### src/rtl/pattern_scan_controller.sv
`default_nettype none
// ============================================================================
// Module      : pattern_scan_controller
// Description : Frame-based controller for a PATTERN_LEN-bit shift-register
//               sequence detector. An accepted start clears the window,
//               latches pattern and frame length, then clocks exactly
//               frame_len serial bits through the window while counting
//               pattern matches (saturating). A one-cycle done pulse marks
//               the end of the frame.
// Ports       : clk, reset         - clock, synchronous active-high reset
//               start_i, abort_i   - frame request / running-frame abort
//               frame_len_i        - bits per frame, sampled on accept
//               pattern_i          - target sequence (MSB = oldest bit)
//               data_in_i          - serial bit, consumed on each RUN edge
//               busy_o, done_o     - RUN indicator / end-of-frame pulse
//               hit_o              - pulse per counted match
//               match_count_o      - matches in current/last frame
//               shift_regs_o       - window, newest bit in bit 0
// Config      : OVERLAP_EN - when defined, matches may share bits; when
//               undefined, each counted match needs PATTERN_LEN fresh bits.
// Revision    : 1.0 - initial release
// ============================================================================
module pattern_scan_controller #(
  parameter int PATTERN_LEN = 7,
  parameter int LEN_W       = 8,
  parameter int MATCH_W     = 8
) (
  input  logic                   clk,
  input  logic                   reset,
  input  logic                   start_i,
  input  logic                   abort_i,
  input  logic [LEN_W-1:0]       frame_len_i,
  input  logic [PATTERN_LEN-1:0] pattern_i,
  input  logic                   data_in_i,
  output logic                   busy_o,
  output logic                   done_o,
  output logic                   hit_o,
  output logic [MATCH_W-1:0]     match_count_o,
  output logic [PATTERN_LEN-1:0] shift_regs_o
);

  localparam int FILL_W = $clog2(PATTERN_LEN + 1);
  localparam logic [FILL_W-1:0] c_FILL_MAX = FILL_W'(PATTERN_LEN);

  localparam logic [1:0] c_IDLE = 2'd0;
  localparam logic [1:0] c_RUN  = 2'd1;
  localparam logic [1:0] c_DONE = 2'd2;

  logic [1:0]             state_q, state_d;
  logic [PATTERN_LEN-1:0] pat_q, pat_d;
  logic [LEN_W-1:0]       len_q, len_d;
  logic [LEN_W-1:0]       bit_cnt_q, bit_cnt_d;
  logic [FILL_W-1:0]      fill_q, fill_d;
  logic [MATCH_W-1:0]     match_q, match_d;
  logic [PATTERN_LEN-1:0] shift_q, shift_d;
  logic                   hit_q, hit_d;

  logic                   w_accept;
  logic [LEN_W-1:0]       w_bit_cnt_inc;
  logic [FILL_W-1:0]      w_fill_inc;
  logic [PATTERN_LEN-1:0] w_window;

  // start is honoured only when no frame is running
  assign w_accept      = start_i && ((state_q == c_IDLE) || (state_q == c_DONE));
  assign w_bit_cnt_inc = bit_cnt_q + LEN_W'(1);
  assign w_fill_inc    = (fill_q == c_FILL_MAX) ? fill_q : fill_q + FILL_W'(1);
  assign w_window      = {shift_q[PATTERN_LEN-2:0], data_in_i};

  // State register
  always_ff @(posedge clk) begin
    if (reset) begin
      state_q <= c_IDLE;
    end else begin
      state_q <= state_d;
    end
  end

  // Next-state logic
  always_comb begin
    state_d = c_IDLE;
    case (state_q)
      c_IDLE, c_DONE: begin
        if (w_accept) begin
          state_d = (frame_len_i == '0) ? c_DONE : c_RUN;
        end else begin
          state_d = c_IDLE;
        end
      end
      c_RUN: begin
        if (abort_i) begin
          state_d = c_IDLE;
        end else if (w_bit_cnt_inc == len_q) begin
          state_d = c_DONE;
        end else begin
          state_d = c_RUN;
        end
      end
      default: state_d = c_IDLE;
    endcase
  end

  // Output and datapath next-value logic
  always_comb begin
    busy_o    = (state_q == c_RUN);
    done_o    = (state_q == c_DONE);
    pat_d     = pat_q;
    len_d     = len_q;
    bit_cnt_d = bit_cnt_q;
    fill_d    = fill_q;
    match_d   = match_q;
    shift_d   = shift_q;
    hit_d     = 1'b0;
    if (w_accept) begin
      pat_d     = pattern_i;
      len_d     = frame_len_i;
      bit_cnt_d = '0;
      fill_d    = '0;
      match_d   = '0;
      shift_d   = '0;
    end else if ((state_q == c_RUN) && !abort_i) begin
      // abort wins: no bit is consumed on an aborting edge
      shift_d   = w_window;
      bit_cnt_d = w_bit_cnt_inc;
      fill_d    = w_fill_inc;
      if ((w_window == pat_q) && (w_fill_inc == c_FILL_MAX)) begin
        hit_d   = 1'b1;
        match_d = (&match_q) ? match_q : match_q + MATCH_W'(1);
`ifdef OVERLAP_EN
        fill_d  = w_fill_inc;
`else
        // next match must be built entirely from bits after this one
        fill_d  = '0;
`endif
      end
    end
  end

  // Datapath registers
  always_ff @(posedge clk) begin
    if (reset) begin
      pat_q     <= '0;
      len_q     <= '0;
      bit_cnt_q <= '0;
      fill_q    <= '0;
      match_q   <= '0;
      shift_q   <= '0;
      hit_q     <= 1'b0;
    end else begin
      pat_q     <= pat_d;
      len_q     <= len_d;
      bit_cnt_q <= bit_cnt_d;
      fill_q    <= fill_d;
      match_q   <= match_d;
      shift_q   <= shift_d;
      hit_q     <= hit_d;
    end
  end

  assign hit_o         = hit_q;
  assign match_count_o = match_q;
  assign shift_regs_o  = shift_q;

endmodule
`default_nettype wire

### config.mk
export PLATFORM = sky130hd
export DESIGN_NAME = pattern_scan_controller
export DESIGN_NICKNAME = d
export VERILOG_FILES = /design/src/rtl/pattern_scan_controller.sv
export SDC_FILE = /design/constraint.sdc
export NUM_CORES = 1
export LEC_CHECK = 0
export CELL_PAD_IN_SITES_DETAIL_PLACEMENT = 1
export CELL_PAD_IN_SITES_GLOBAL_PLACEMENT = 2
export CORE_MARGIN = 2
export CORE_UTILIZATION = 34
export CTS_BUF_LIST = sky130_fd_sc_hd__clkbuf_2 sky130_fd_sc_hd__clkbuf_4 sky130_fd_sc_hd__clkbuf_8
export CTS_CLUSTER_SIZE = 25
export DETAILED_ROUTE_END_ITERATION = 8
export PLACE_DENSITY = 0.89
export SYNTH_ARGS = -nofsm -noshare
export SYNTH_HDL_FRONTEND = slang
export SYNTH_SLANG_ARGS = --single-unit
### constraint.sdc
create_clock -name clk -period 2.85 [get_ports clk]
set_input_delay 0.4275 -clock clk [delete_from_list [all_inputs] [get_ports clk]]
set_output_delay 0.4275 -clock clk [all_outputs]
set_load 0.03 [all_outputs]
Yosys cells after proc, flatten, opt, wreduce, memory -nomap -nowiden. Cells that the tools add are included.

Input port bits: 20. Output and inout bits: 18. Word-level logic and storage cells: 39. Register bits after elaboration: 44.

Bitwise operators: 2. Reductions and logical operators: 12. Equal/unequal tests: 6. Multiplexer cells: 8. Add/sub/neg operators: 3.

Operators by type and width (count): adder 8 x 1 -> 8 bit, second input constant (2); == test 8 bit (1); logical NOT 8 bit (1); 2-to-1 mux 2 bit (4); AND reduction 8 bit (1); == test 7 bit (1); == test 3 bit, second input constant (2); 2-to-1 mux 3 bit (2); one-hot mux 2 bit (2 select lines) (1); OR reduction 2 bit (2); adder 3 x 1 -> 3 bit, second input constant (1); logical AND 1 bit (3); AND reduction 3 bit (1); OR reduction 3 bit (1); == test 2 x 1 -> 1 bit, second input constant (1); == test 2 bit, second input constant (1); logical NOT 2 bit (1); NOT 1 bit (2); logical NOT 1 bit (1); logical OR 1 bit (1); 2-to-1 mux 1 bit (1).

Depth between registers and ports, before layout. Gate-level depths: netlist (run 1).

Depth in word-level cells: 5. Mapped depth: 8. Depth with buffers taken out: 6.

Worst setup path before layout (run 1). Ideal clock, no wire load.

Path type: reg-to-reg. From: register fill_q[0]. To: register match_q[6], in the netlist match_count_o[6]. Stages on the path, launching flop included: 8. Period minus slack after synthesis: 1.941 ns. Library setup time: 0.122 ns. Data required time: 2.728 ns. Arrival time: 1.820 ns. Buffers on the path: 2. Setup slack: 0.909 ns. Cell sequence: dfxtp_1 -> ha_1 -> and4_1 -> a31oi_1 -> or4_1 -> buf_2 -> buf_6 -> o311a_1.

Word-level cells in the longest chain between the ends: 5. Elaborated cells between the ends (all ways): 6. Those cells by class: add/sub: 1; eq/ne: 2; mux: 1; reduce/logical: 2.

RTL lines: from (decl) (line 53) `logic [FILL_W-1:0] fill_q, fill_d;`; from (signal assigned) (line 152) `fill_q <= fill_d;`; adder 3 x 1 -> 3 bit or == test 3 bit (tied branches) (line 66) `assign w_fill_inc = (fill_q == c_FILL_MAX) ? fill_q : fill_q + FILL_W'(1);`; 2-to-1 mux 3 bit * (line 66); == test 3 bit * (line 125) `if ((w_window == pat_q) && (w_fill_inc == c_FILL_MAX)) begin`; logical AND 1 bit * (line 125); AND reduction 3 bit (no line) *; to (signal assigned) (line 153) `match_q <= match_d;`; to (decl) (line 54) `logic [MATCH_W-1:0] match_q, match_d;`.

Every way passes the cells marked *; elsewhere a longest branch is shown, timed or not. A chain may end at the register's enable or synchronous reset.

Worst setup path in the final report (run 1).
From: register fill_q[0]. To: register match_q[4], in the netlist match_count_o[4].

Same word-level chain as after synthesis.

==> results.yml, run 1 <==
critical_path:
  timing.setup.critical_path_class: "reg -> reg"
  crit_path_top_delay_cell: "or4_1"
  cp_cell_sequence: "ha_1 -> and4_1 -> a31oi_1 -> or4_1 -> o311ai_0 -> o41ai_1"
  critical_path.max_fanout: 17
  worst_setup_path_start_kind: "flop"
  critical_path.endpoint_type: "flop"
  worst_ep_arrival_time_ns: 2.51
  critical_path.max_stage_delay_ns: 0.80
  worstPathBufferInverterCount: 0
  timing.critical_path.required_ns: 3.02
  critical_path.top_delay_family: "simple AND/OR/NAND/NOR gates"
route:
  first_iter_violations: 53
  detailroute.via_count: 1887
  wire_per_inst_um: 14.9
  drt_pass1_iterations: 4
  ant_nets: 0
  drcViolationCount: 0
  route.final.wire_length_um: 5450
  viasPerCell: 5.16
clock_network:
  postCtsResizedCells: 0
  clock_sink_count: 44
  clk_root_buffer_cell: "clkbuf_8"
  postCtsSetupRepairBufs: 0
  insertion_delay_ns: 0.31
  cts_inserted_buffers: 5
  cts.htree.levels: 2
  cts_tree: "done"
  clk_pin_slew_ns: 0.09
  ctsLongestPathBuffers: 2
  cts_hold_repair.buffers: 0
placed_design:
  dp_hpwl_um: 3860
  port_buffers: 37
  gp_routability_congestion: 0.764
timing:
  max_freq_mhz: 428
  worstMarginPinSlew_ns: 0.530
  relSlewSlack_pct: 64.4
  setup-violations-final: 0
  timing.clock.skew_ns: 0.0102
  holdWs_ns: 0.460
  hold_viol_final: 0
  final.min_clock_period_ns: 2.33
  timing_max_transition_violations_final: 0
  rsz0062_at_grt: "false"
  min_period_over_period_pct: 81.9
  setup_tns_ns: 0
global_routing:
  grt.total_usage_pct: 17.6
  groute.layer.met2.usage_pct: 30.8
  gr-total-overflow: 0
  antenna_violations_before_repair: 0
  gr-usage-met3_pct: 3.48
  wire_length_of_the_first_global_routing_pass_um: 9110
  grt_pass1_vias: 1925
  groute.layer.met1.usage_pct: 21.6
  grt_max_degree: 24
  busiest_layer: "met2"
die:
  dieArea_um2: 6840
  design.portCount: 38
  row_cnt: 28
  core_area_um2: 5960
  die_h_um: 82.7
  initial_core_util_pct: 35.4
  die_w_um: 82.7
yosys:
  synth_nets: 280
  synthDominantAreaCellType: "dfxtp_1"
  synth_edf_count: 0
  yosysWarnings: 0
  number_of_distinct_library_cells_after_synthesis: 45
  synth_area_leaders: "dfxtp_1, nand2_1, a21oi_1"
  netlist_area_um2: 2110
  synthesis.instances: 257
  yosys_reg_bits: 44
  synth.top_cell.area_share_pct: 41.8
  synthArstFlopShare_pct: 0
  ys_dominant_reg_cell: "dfxtp_1"
  post_synth.cell_area_avg_um2: 8.20
  synth-seq-area-share_pct: 41.8
flow_run:
  drv_cap: 0
final_layout:
  syn2layout_area_growth_pct: 24.9
  layout-drive-gt1-share_pct: 5.84
  finalCoreUtilization_pct: 44.2
  fin_nets: 313
  insertedDiodeCount: 0
  final.fill_count: 733
power:
  totalPowerFinal_mw: 1.19
  p_per_area_nw_per_um2: 451
  leakagePower_nw: 0.878
  irDropWorstVdd_mv: 0.216
worst_hold_path:
  worstHoldPathType: "reg -> reg"
run_status:
  outcome: "completed"
through the flow:
| step | instance area [um^2] | setup slack [ns] | std cells |
|---|---|---|---|
| detailed placement | 2540 | 0.237 | 358 |
| finish | 2630 | 0.515 | 366 |
| global placement | 2540 | 0.333 | 358 |
| floorplan | 2110 | 0.909 | 257 |
| global route | 2630 | 0.397 | 366 |
| CTS | 2630 | 0.509 | 366 |
worst min-delay path: cells and delay by family (launching register included):
| kind | cells | cell delay, ns |
|---|---|---|
| AOI/OAI and AO/OA | 1 | 0.05 |
| DFF | 1 | 0.32 |
| and+or+nand+nor | 1 | 0.05 |
worst paths after layout:
check	start	to	slack [ns]	cells past startpoint
worst max-delay path	fill_q[0]	match_count_o[4]	0.52	6
worst max register to register	fill_q[0]	match_count_o[4]	0.52	6
worst min register to register	shift_regs_o[6]	shift_regs_o[6]	0.46	2
worst min-delay path	shift_regs_o[6]	shift_regs_o[6]	0.46	2
area by class of cell:
class,instances,area (um^2),area share (%)
Multi-Input combinational cell,194,1140,43.5
Tap cell,75,93.8,3.57
Inverter,3,11.3,0.428
Sequential cell,44,881,33.5
Clock buffer,5,68.8,2.62
Clock inverter,3,23.8,0.903
Timing Repair Buffer,42,408,15.5
cells by family after synthesis:
group	share of synthesized area (%)
xor gates and xnor gates	9.15
adders and majority gates	1.78
and+or+nand+nor	27.4
muxes	0.475
DFF	41.8
buffers and inverters	3.86
AOI/OAI and AO/OA	15.6
synth_stat cells (2+ instances only):
| cell | number |
|---|---|
| dfxtp_1 | 44 |
| o311ai_0 | 4 |
| or3_1 | 4 |
| a21oi_1 | 29 |
| nor2b_1 | 3 |
| buf_2 | 2 |
| nor4_1 | 3 |
| o41ai_1 | 4 |
| nor2_1 | 15 |
| and4_1 | 2 |
| nand4_1 | 2 |
| ha_1 | 3 |
| and3_1 | 5 |
| nand3_1 | 9 |
| nand2b_1 | 6 |
| o21ai_0 | 2 |
| nand3b_1 | 2 |
| xor2_1 | 8 |
| xnor2_1 | 14 |
| inv_1 | 3 |
| nand2_1 | 56 |
| nor3b_1 | 2 |
| clkbuf_1 | 13 |
placed cells by master (no fill, tap or decap), drive strengths merged, types with 2 or more instances in the layout:
cell type	count
or3b	2
clkbuf	5
nand3b	2
o41ai	4
nor4	3
nor2	15
nor3b	3
ha	3
dfxtp	44
nand3	9
o21ai	2
nand2	56
xnor2	14
clkdlybuf4s50	37
inv	3
or3	4
a21oi	29
nor2b	3
and4	2
buf	5
o311ai	4
nand2b	6
and3	5
clkinvlp	2
nand4	2
xor2	8
power by group:
part           leakage [nW]  switching [mW]  internal (mW)
combinational         0.480          0.0726         0.0653
clock                0.0404           0.232          0.174
sequential            0.357          0.0136          0.631
per-layer routing:
metal / part of all wire [%] / vias up / routed length, um
met3: 3.5 / 8 / 189
met5: 0 / - / 0
li1: - / 961 / -
met1: 48 / 888 / 2590
met2: 47 / 30 / 2580
met4: 1.5 / 0 / 81
state kept, by name, summed over array words and instances (netlist names):
name	count
match_count_o	8
pat_q	7
bit_cnt_q	8
len_q	8
shift_regs_o	7
hit_o	1
fill_q	3
state_q	2
Power figures use the tool's default switching activity.
==> run 2: changes to the inputs <==
Settings changed: CORE_UTILIZATION 34 to 28, PLACE_DENSITY 0.89 to 0.78.
Clock period 2.85 ns to 2 ns, I/O delays scaled along.
==> results.yml, run 2 (same netlist as run 1, synthesis figures left out) <==
final_layout:
  final_cell_area_um2: 2880
  final_common_cell: "nand2_1"
  syn2layout_area_growth_pct: 36.5
  layout-drive-gt1-share_pct: 15.9
  fin_nets: 330
  insertedDiodeCount: 0
  final.fill_count: 883
  leading_cell_types_in_the_layout_fill_and_taps_excluded: "nand2_1, dfxtp_1, clkdlybuf4s50_1"
critical_path:
  regToRegEndpoint: "match_count_o[0]"
  timing.setup.critical_path_class: "in -> reg"
  worst_ep_arrival_time_ns: 2.17
  regToRegSetupSlack_ns: 0.08
  worst-r2r-cell-count: 7
  critical_path.endpoint_type: "flop"
  r2r-start: "fill_q[0]"
  critical_path.max_fanout: 8
  worst_setup_path_start_kind: "input pin"
  timing.critical_path.required_ns: 2.24
die:
  design.portCount: 38
  initial_core_util_pct: 29.0
  core_area_um2: 7250
  die_w_um: 90.7
  row_cnt: 31
  die_h_um: 90.7
  dieArea_um2: 8230
route:
  drcViolationCount: 0
  ant_nets: 0
  wire_per_inst_um: 14.6
  route.final.wire_length_um: 5920
  first_iter_violations: 76
  drt_pass1_iterations: 4
  viasPerCell: 4.89
  detailroute.via_count: 1992
global_routing:
  antenna_violations_before_repair: 0
  grt.total_usage_pct: 15.2
  grt_max_degree: 21
  wire_length_of_the_first_global_routing_pass_um: 10000
  grt_pass1_vias: 2041
  gr-total-overflow: 0
power:
  switching_share_pct: 25.5
  share_seq_of_total_power_pct: 52.5
  p_per_area_nw_per_um2: 606
  irDropWorstVdd_mv: 0.305
  clkPwrFrac_pct: 35.0
  comb_power_share_pct: 12.5
  cellInternalPower_mw: 1.30
  leakagePower_nw: 0.984
  switchingPower_mw: 0.445
clock_network:
  clock_sink_count: 44
  cts_inserted_buffers: 5
  insertion_delay_ns: 0.31
  cts_tree: "done"
  ctsLongestPathBuffers: 2
  cts.htree.levels: 2
  clk_root_buffer_cell: "clkbuf_8"
  cts_hold_repair.buffers: 0
  clk_pin_slew_ns: 0.09
placed_design:
  dpl_cell_area_um2: 2690
  dp_hpwl_um: 4290
  port_buffers: 37
  gp_routability_congestion: 0.752
timing:
  relSlewSlack_pct: 62.0
  timing.clock.skew_ns: 0.0136
  setup_tns_ns: 0
  setup-violations-final: 0
  worstMarginPinSlew_ns: 0.567
  timing_max_transition_violations_final: 0
  min_period_over_period_pct: 96.8
  rsz0062_at_grt: "true"
  final.min_clock_period_ns: 1.94
  hold_viol_final: 0
  max_freq_mhz: 516
worst_hold_path:
  whs_path_depth: 2
  holdPathEnd: "shift_regs_o[6]"
  worstHoldPathType: "reg -> reg"
  min_from: "shift_regs_o[6]"
flow_run:
  drv_cap: 0
run_status:
  outcome: "completed"
[run 2: cell count changes in the layout (fill, tap and decap cells not counted), sizes merged]
cell / change
clkinvlp: -1
clkdlybuf4s50: -1
clkbuf: +2
buf: +17
dlygate4sd2: +1
clkinv: -1
[run 2: per-stage QoR]
stage	power (mW)	util (%)	hold slack, ns	instances	setup slack (ns)
floorplan	1.05	-	0.436	257	0.0586
global placement	1.15	37.0	0.458	396	-0.257
detailed placement	1.15	37.0	0.463	396	-0.337
CTS	1.77	38.9	0.476	406	0.0242
global route	1.82	39.6	0.495	407	-0.0168
finish	1.74	39.6	0.468	407	0.0636
[run 2: power groups by stage]
| stage | logic (mW) | registers [mW] | clock network (mW) |
|---|---|---|---|
| 3_3_place_gp | 0.214 | 0.935 | 0 |
| 5_1_grt | 0.242 | 0.919 | 0.657 |
| 3_5_place_dp | 0.218 | 0.937 | 0 |
| 6_report | 0.217 | 0.916 | 0.611 |
| 4_1_cts | 0.219 | 0.917 | 0.632 |
| 2_1_floorplan | 0.112 | 0.935 | 0 |
[run 2: how the worst max path moves through the flow]
stage | cells after the start | slack (ns) | endpoint | start
floorplan | 7 | 0.06 | match_count_o[6] | fill_q[0]
global route | 6 | -0.02 | match_count_o[1] | state_q[1]
global placement | 7 | -0.26 | match_count_o[7] | abort_i
finish | 7 | 0.06 | match_count_o[0] | data_in_i
detailed placement | 7 | -0.34 | match_count_o[3] | abort_i
CTS | 6 | 0.02 | match_count_o[1] | state_q[1]
[run 2: cell type report]
class                      instances  area, um^2  share of cell area (%)
multi-input combinational        194        1200                    41.9
tap                               99         124                    4.31
inverter                           3        11.3                   0.392
clock buffer                       7        90.1                    3.13
sequential                        44         890                    30.9
clock inverter                     1        7.51                   0.261
timing repair buffer              59         548                    19.1
[run 2: worst max-delay path, cell delays in order]
cell	delay (ns)
clkdlybuf4s50_1	0.50
nand2b_1	0.12
o211ai_1	0.09
or4_4	0.53
buf_6	0.16
or3_1	0.34
a21oi_1	0.13
[run 2: per-layer routing]
| metal | vias up | track usage (%) | part of all wire (%) |
|---|---|---|---|
| met1 | 961 | 19.6 | 48 |
| li1 | 992 | - | - |
| met5 | - | 0 | 0 |
| met2 | 33 | 25.2 | 47 |
| met3 | 6 | 3.01 | 3.0 |
| met4 | 0 | 5.26 | 1.5 |
[run 2: what timing repair did]
item / 4_1_cts / 5_1_grt
setup endpoints to repair: 7 / 9
gates cloned: 1 / 0
pin swaps: 2 / 7
gates resized for setup: 12 / 11
buffers inserted: 1 / 1
==> run 3: changes to the inputs <==
--- a/config.mk
+++ b/config.mk
@@ -15,2 +15,3 @@
 export PLACE_DENSITY = 0.78
+export SLEW_MARGIN = 40
 export SYNTH_ARGS = -nofsm -noshare
==> constraint.sdc (replaced) <==
create_clock -name clk -period 2 [get_ports clk]
set_input_delay 0.4 -clock clk [delete_from_list [all_inputs] [get_ports clk]]
set_output_delay 0.4 -clock clk [all_outputs]
set_load 0.03 [all_outputs]
==> results.yml, run 3 (same netlist as run 1, synthesis figures left out) <==
run_status:
  outcome: "completed"
power:
  switchingPower_mw: 0.451
  cellInternalPower_mw: 1.63
  switching_share_pct: 21.7
  share_seq_of_total_power_pct: 44.0
  leakagePower_nw: 1.06
  comb_power_share_pct: 10.3
  irDropWorstVdd_mv: 0.249
  totalPowerFinal_mw: 2.08
  clkPwrFrac_pct: 45.7
  p_per_area_nw_per_um2: 706
timing:
  timing.clock.skew_ns: 0.00469
  relSlewSlack_pct: 62.5
  worstMarginPinSlew_ns: 0.561
  postLayoutSetupSlackWorst_ns: 0.0550
  setup-violations-final: 0
  hold_viol_final: 0
  final.min_clock_period_ns: 1.95
  timing_max_transition_violations_final: 0
  max_freq_mhz: 514
  min_period_over_period_pct: 97.3
  rsz0062_at_grt: "true"
clock_network:
  ctsLongestPathBuffers: 2
  cts_inserted_buffers: 5
  clk_root_buffer_cell: "clkbuf_8"
  cts.htree.levels: 2
  clk_pin_slew_ns: 0.09
  insertion_delay_ns: 0.30
  cts_tree: "done"
  clock_sink_count: 44
final_layout:
  insertedDiodeCount: 0
  leading_cell_types_in_the_layout_fill_and_taps_excluded: "nand2_1, dfxtp_1, clkdlybuf4s50_1"
  fin_nets: 335
  syn2layout_area_growth_pct: 39.6
  finish.cell_count_without_fillers: 412
  final_common_cell: "nand2_1"
  layout-drive-gt1-share_pct: 15.7
global_routing:
  antenna_violations_before_repair: 0
  grt.total_usage_pct: 15.4
  grt_pass1_vias: 2108
  grt_max_degree: 16
  wire_length_of_the_first_global_routing_pass_um: 10300
  gr-total-overflow: 0
critical_path:
  timing.critical_path.required_ns: 2.17
  critical_path.top_delay_family: "simple AND/OR/NAND/NOR gates"
  worst_ep_arrival_time_ns: 2.12
  critical_path.max_fanout: 7
  critical_path.endpoint_type: "flop"
  cp.depth: 6
  cp_cell_sequence: "nor3b_4 -> nand3_1 -> or4_4 -> clkbuf_4 -> o311ai_2 -> o41ai_1"
  worst_setup_path_start_kind: "flop"
  crit_path_top_delay_cell: "or4_4"
  worstPathBufferInverterCount: 1
  critical_path.max_stage_delay_ns: 0.50
  timing.setup.critical_path_class: "reg -> reg"
  worst-r2r-cell-count: 6
route:
  drt_pass1_iterations: 4
  first_iter_violations: 94
  drcViolationCount: 0
  viasPerCell: 4.90
  wire_per_inst_um: 14.5
  route.final.wire_length_um: 5980
  detailroute.via_count: 2018
  ant_nets: 0
placed_design:
  dpl_worst_slack_ns: -0.423
  dp_hpwl_um: 4240
  place_inst: 400
  gp_routability_congestion: 0.753
  port_buffers: 37
die:
  row_cnt: 31
  design.portCount: 38
  dieArea_um2: 8230
  core_area_um2: 7250
  initial_core_util_pct: 29.0
  die_w_um: 90.7
  die_h_um: 90.7
worst_hold_path:
  worstHoldPathType: "reg -> reg"
  whs_path_depth: 2
flow_run:
  drv_cap: 0
[run 3: power by group through the flow]
stage,Sequential (mW),Clock [mW],Combinational (mW)
after global routing,0.918,1.01,0.238
after detailed placement,0.936,0,0.216
final,0.914,0.949,0.214
after CTS,0.916,0.971,0.218
after global placement,0.935,0,0.214
after floorplan,0.935,0,0.112
[run 3: routing by layer]
metal / share of wire [%] / GRT usage (%) / vias up
li1: - / - / 1003
met1: 49 / 20.2 / 971
met2: 47 / 25.5 / 35
met3: 2.7 / 2.84 / 9
met4: 1.5 / 4.74 / 0
met5: 0 / 0 / -
[run 3: layout make-up]
| type | instances | area [um^2] |
|---|---|---|
| multi-input combinational | 194 | 1180 |
| sequential | 44 | 887 |
| clock buffer | 5 | 68.8 |
| inverter | 3 | 11.3 |
| timing repair buffer | 64 | 579 |
| clock inverter | 3 | 90.1 |
| tap | 99 | 124 |
| fill | 876 | 4310 |
[run 3: worst register-to-register path: stages, from the launching register on]
cell      delay (ns)
dfxtp_4         0.37
nor3b_4         0.25
nand3_1         0.11
or4_4           0.50
clkbuf_4        0.20
o311ai_2        0.27
o41ai_1         0.12
[run 3: final timing paths]
path / startpoint / to / slack, ns
min: pat_q[2] / pat_q[2] / 0.47
max: state_q[1] / match_count_o[5] / 0.05
max reg2reg: state_q[1] / match_count_o[5] / 0.05
min reg2reg: pat_q[2] / pat_q[2] / 0.47
[run 3: stage by stage]
stage / hold slack [ns] / TNS [ns] / area [um^2] / util, %
detailed placement: 0.464 / -3.50 / 2700 / 37.3
global placement: 0.458 / -3.10 / 2700 / 37.3
global route: 0.501 / 0 / 2940 / 40.6
CTS: 0.476 / 0 / 2910 / 40.1
finish: 0.473 / 0 / 2940 / 40.6
floorplan: 0.445 / 0 / 2110 / -
[run 3: what timing repair did]
| item | CTS | global route |
|---|---|---|
| pin swaps | 3 | 4 |
| cloned | 1 | 0 |
| setup buffers | 3 | 0 |
| endpoints found under the setup margin | 8 | 10 |
| gates resized for setup | 12 | 12 |
| hold buffers | 0 | 0 |
==> RTL edit: new RTL, config.mk and constraints of run 3 <==
Put one more register stage on the output `match_count_o`. The value now appears one clock later. The other outputs are not delayed to match.
--- a/src/rtl/pattern_scan_controller.sv
+++ b/src/rtl/pattern_scan_controller.sv
@@ -158,5 +158,7 @@
 
   assign hit_o         = hit_q;
-  assign match_count_o = match_q;
+  always_ff @(posedge clk) begin
+    match_count_o <= match_q;
+  end
   assign shift_regs_o  = shift_q;
 
Function: changed (a bounded check fails within 10 cycles, from zero or initial values and one cycle with reset high).
==> RTL edit against run 3 <==
  * Power is 7.4% lower
  * Setup slack worse by 0.035 ns
  * Final area is 5.1% higher
  * Cell count is 3.4% higher
  * Non-clock buffer count is 3 higher
  * Sequential cell count is 8 higher
  * Wire length is 3.9% higher
  * Area after synthesis is 5.3% higher
  * Combinational power is 3% higher
  * Critical endpoint is now match_q[0]
  * Highest routed layer unchanged
==> RTL edit: results (changes against run 3) <==
r2r endpoint match_q[0]; XOR/XNOR Fraction of Synth Area 7.89% (-1.3 points); largest net degree at the start of global routing 17 (+1); Max Clock Skew 0.00966 ns (+0.00497 ns); Reg2Reg Depth 7 (+1); R2R Path Start fill_q[0]; placer congestion estimate 0.769 (+2.2%); Synth cell types 40 (-11%); number of global-route vias before repair 2,142 (+1.6%); Final Net Count 346 (+3.3%); Max-slew headroom 68.2% (+5.7 points); pre-CTS WS -0.630 ns (-0.207 ns); top post-synthesis cells by count nand2_1, dfxtp_1, a21oi_1; CTS root buffer clkbuf_8; first-pass GRT wire length 10.4 mm (+1.1%); filler cell count in the final layout 927 (+5.8%); worst hold start match_q[5]; Adder-Cell Fraction of Synth Area 2.14% (+0.36 points); Peak VDD IR 0.000263 V (+5.5%); status completed; maximum clock rate 505 MHz (-1.8%); Leak 1.07 nW (+0.83%); share of cells above drive strength 1 18.2% (+2.6 points); Min Hold Slack 0.390 ns (-0.0834 ns); ant diodes 0 (unchanged); complex-gate fraction of the synthesized area 14.9% (-0.62 points); DRT Wirelength 6.21 mm (+3.9%); Placed Instances 415 (+3.8%); Routed met2 length 3.01 mm (+7.5%); vias per cell 4.86 (-0.70%); post-synthesis mux area share 0.451% (-0.024 points); worst min path class reg -> reg; WP data arrival 2.22 ns (+0.10 ns); Initial DRC Count 59 (-37%); Post-CTS Setup Inserts 2 (-1); Metal-1 WL 2.98 mm (+1.7%); flop2flop setup slack 0.02 ns (-0.04 ns); top layer reached by signal wires met4; critical path's largest stage delay 0.56 ns (+0.06 ns); global-route total usage across every layer 15.1% (-0.29 points); post-synthesis sequential area ratio 46.9% (+5.1 points); DP Area 0.00289 mm^2 (+6.8%); Worst Hold Path Cells 0 (-2); metal3 WL 166 um (+4.4%); top cells by area, synth dfxtp_1, nand2_1, a21oi_1, xnor2_1, xor2_1; cts repair resizes 16 (+4); Final HPWL DP 4.43 mm (+4.5%); syn nets 287 (+2.5%); Final Non-Filler Cells 426 (+3.4%); largest fanout on the critical path 7 (unchanged)
## RTL edit: area by class of cell
cell class / instances / area share (%)
Timing Repair Buffer: 67 / 19.6
Clock inverter: 2 / 0.526
Inverter: 5 / 0.607
Multi-Input combinational cell: 192 / 38.6
Sequential cell: 52 / 34.1
Clock buffer: 6 / 2.47
Tap cell: 102 / 4.13
## RTL edit: power breakdown
group | leakage [nW] | total, W | internal, W | switching (W)
registers | 0.426 | 0.00108 | 0.00106 | 0.0000176
clock network | 0.0448 | 0.000627 | 0.000264 | 0.000364
logic | 0.602 | 0.000221 | 0.000107 | 0.000114
total | 1.07 | 0.00192 | 0.00143 | 0.000496
## RTL edit: layer usage
| layer | GRT usage (%) | vias up |
|---|---|---|
| met2 | 25.5 | 28 |
| met5 | 0 | - |
| met1 | 19.8 | 1010 |
| met4 | 3.68 | 0 |
| li1 | - | 1029 |
| met3 | 3.06 | 5 |
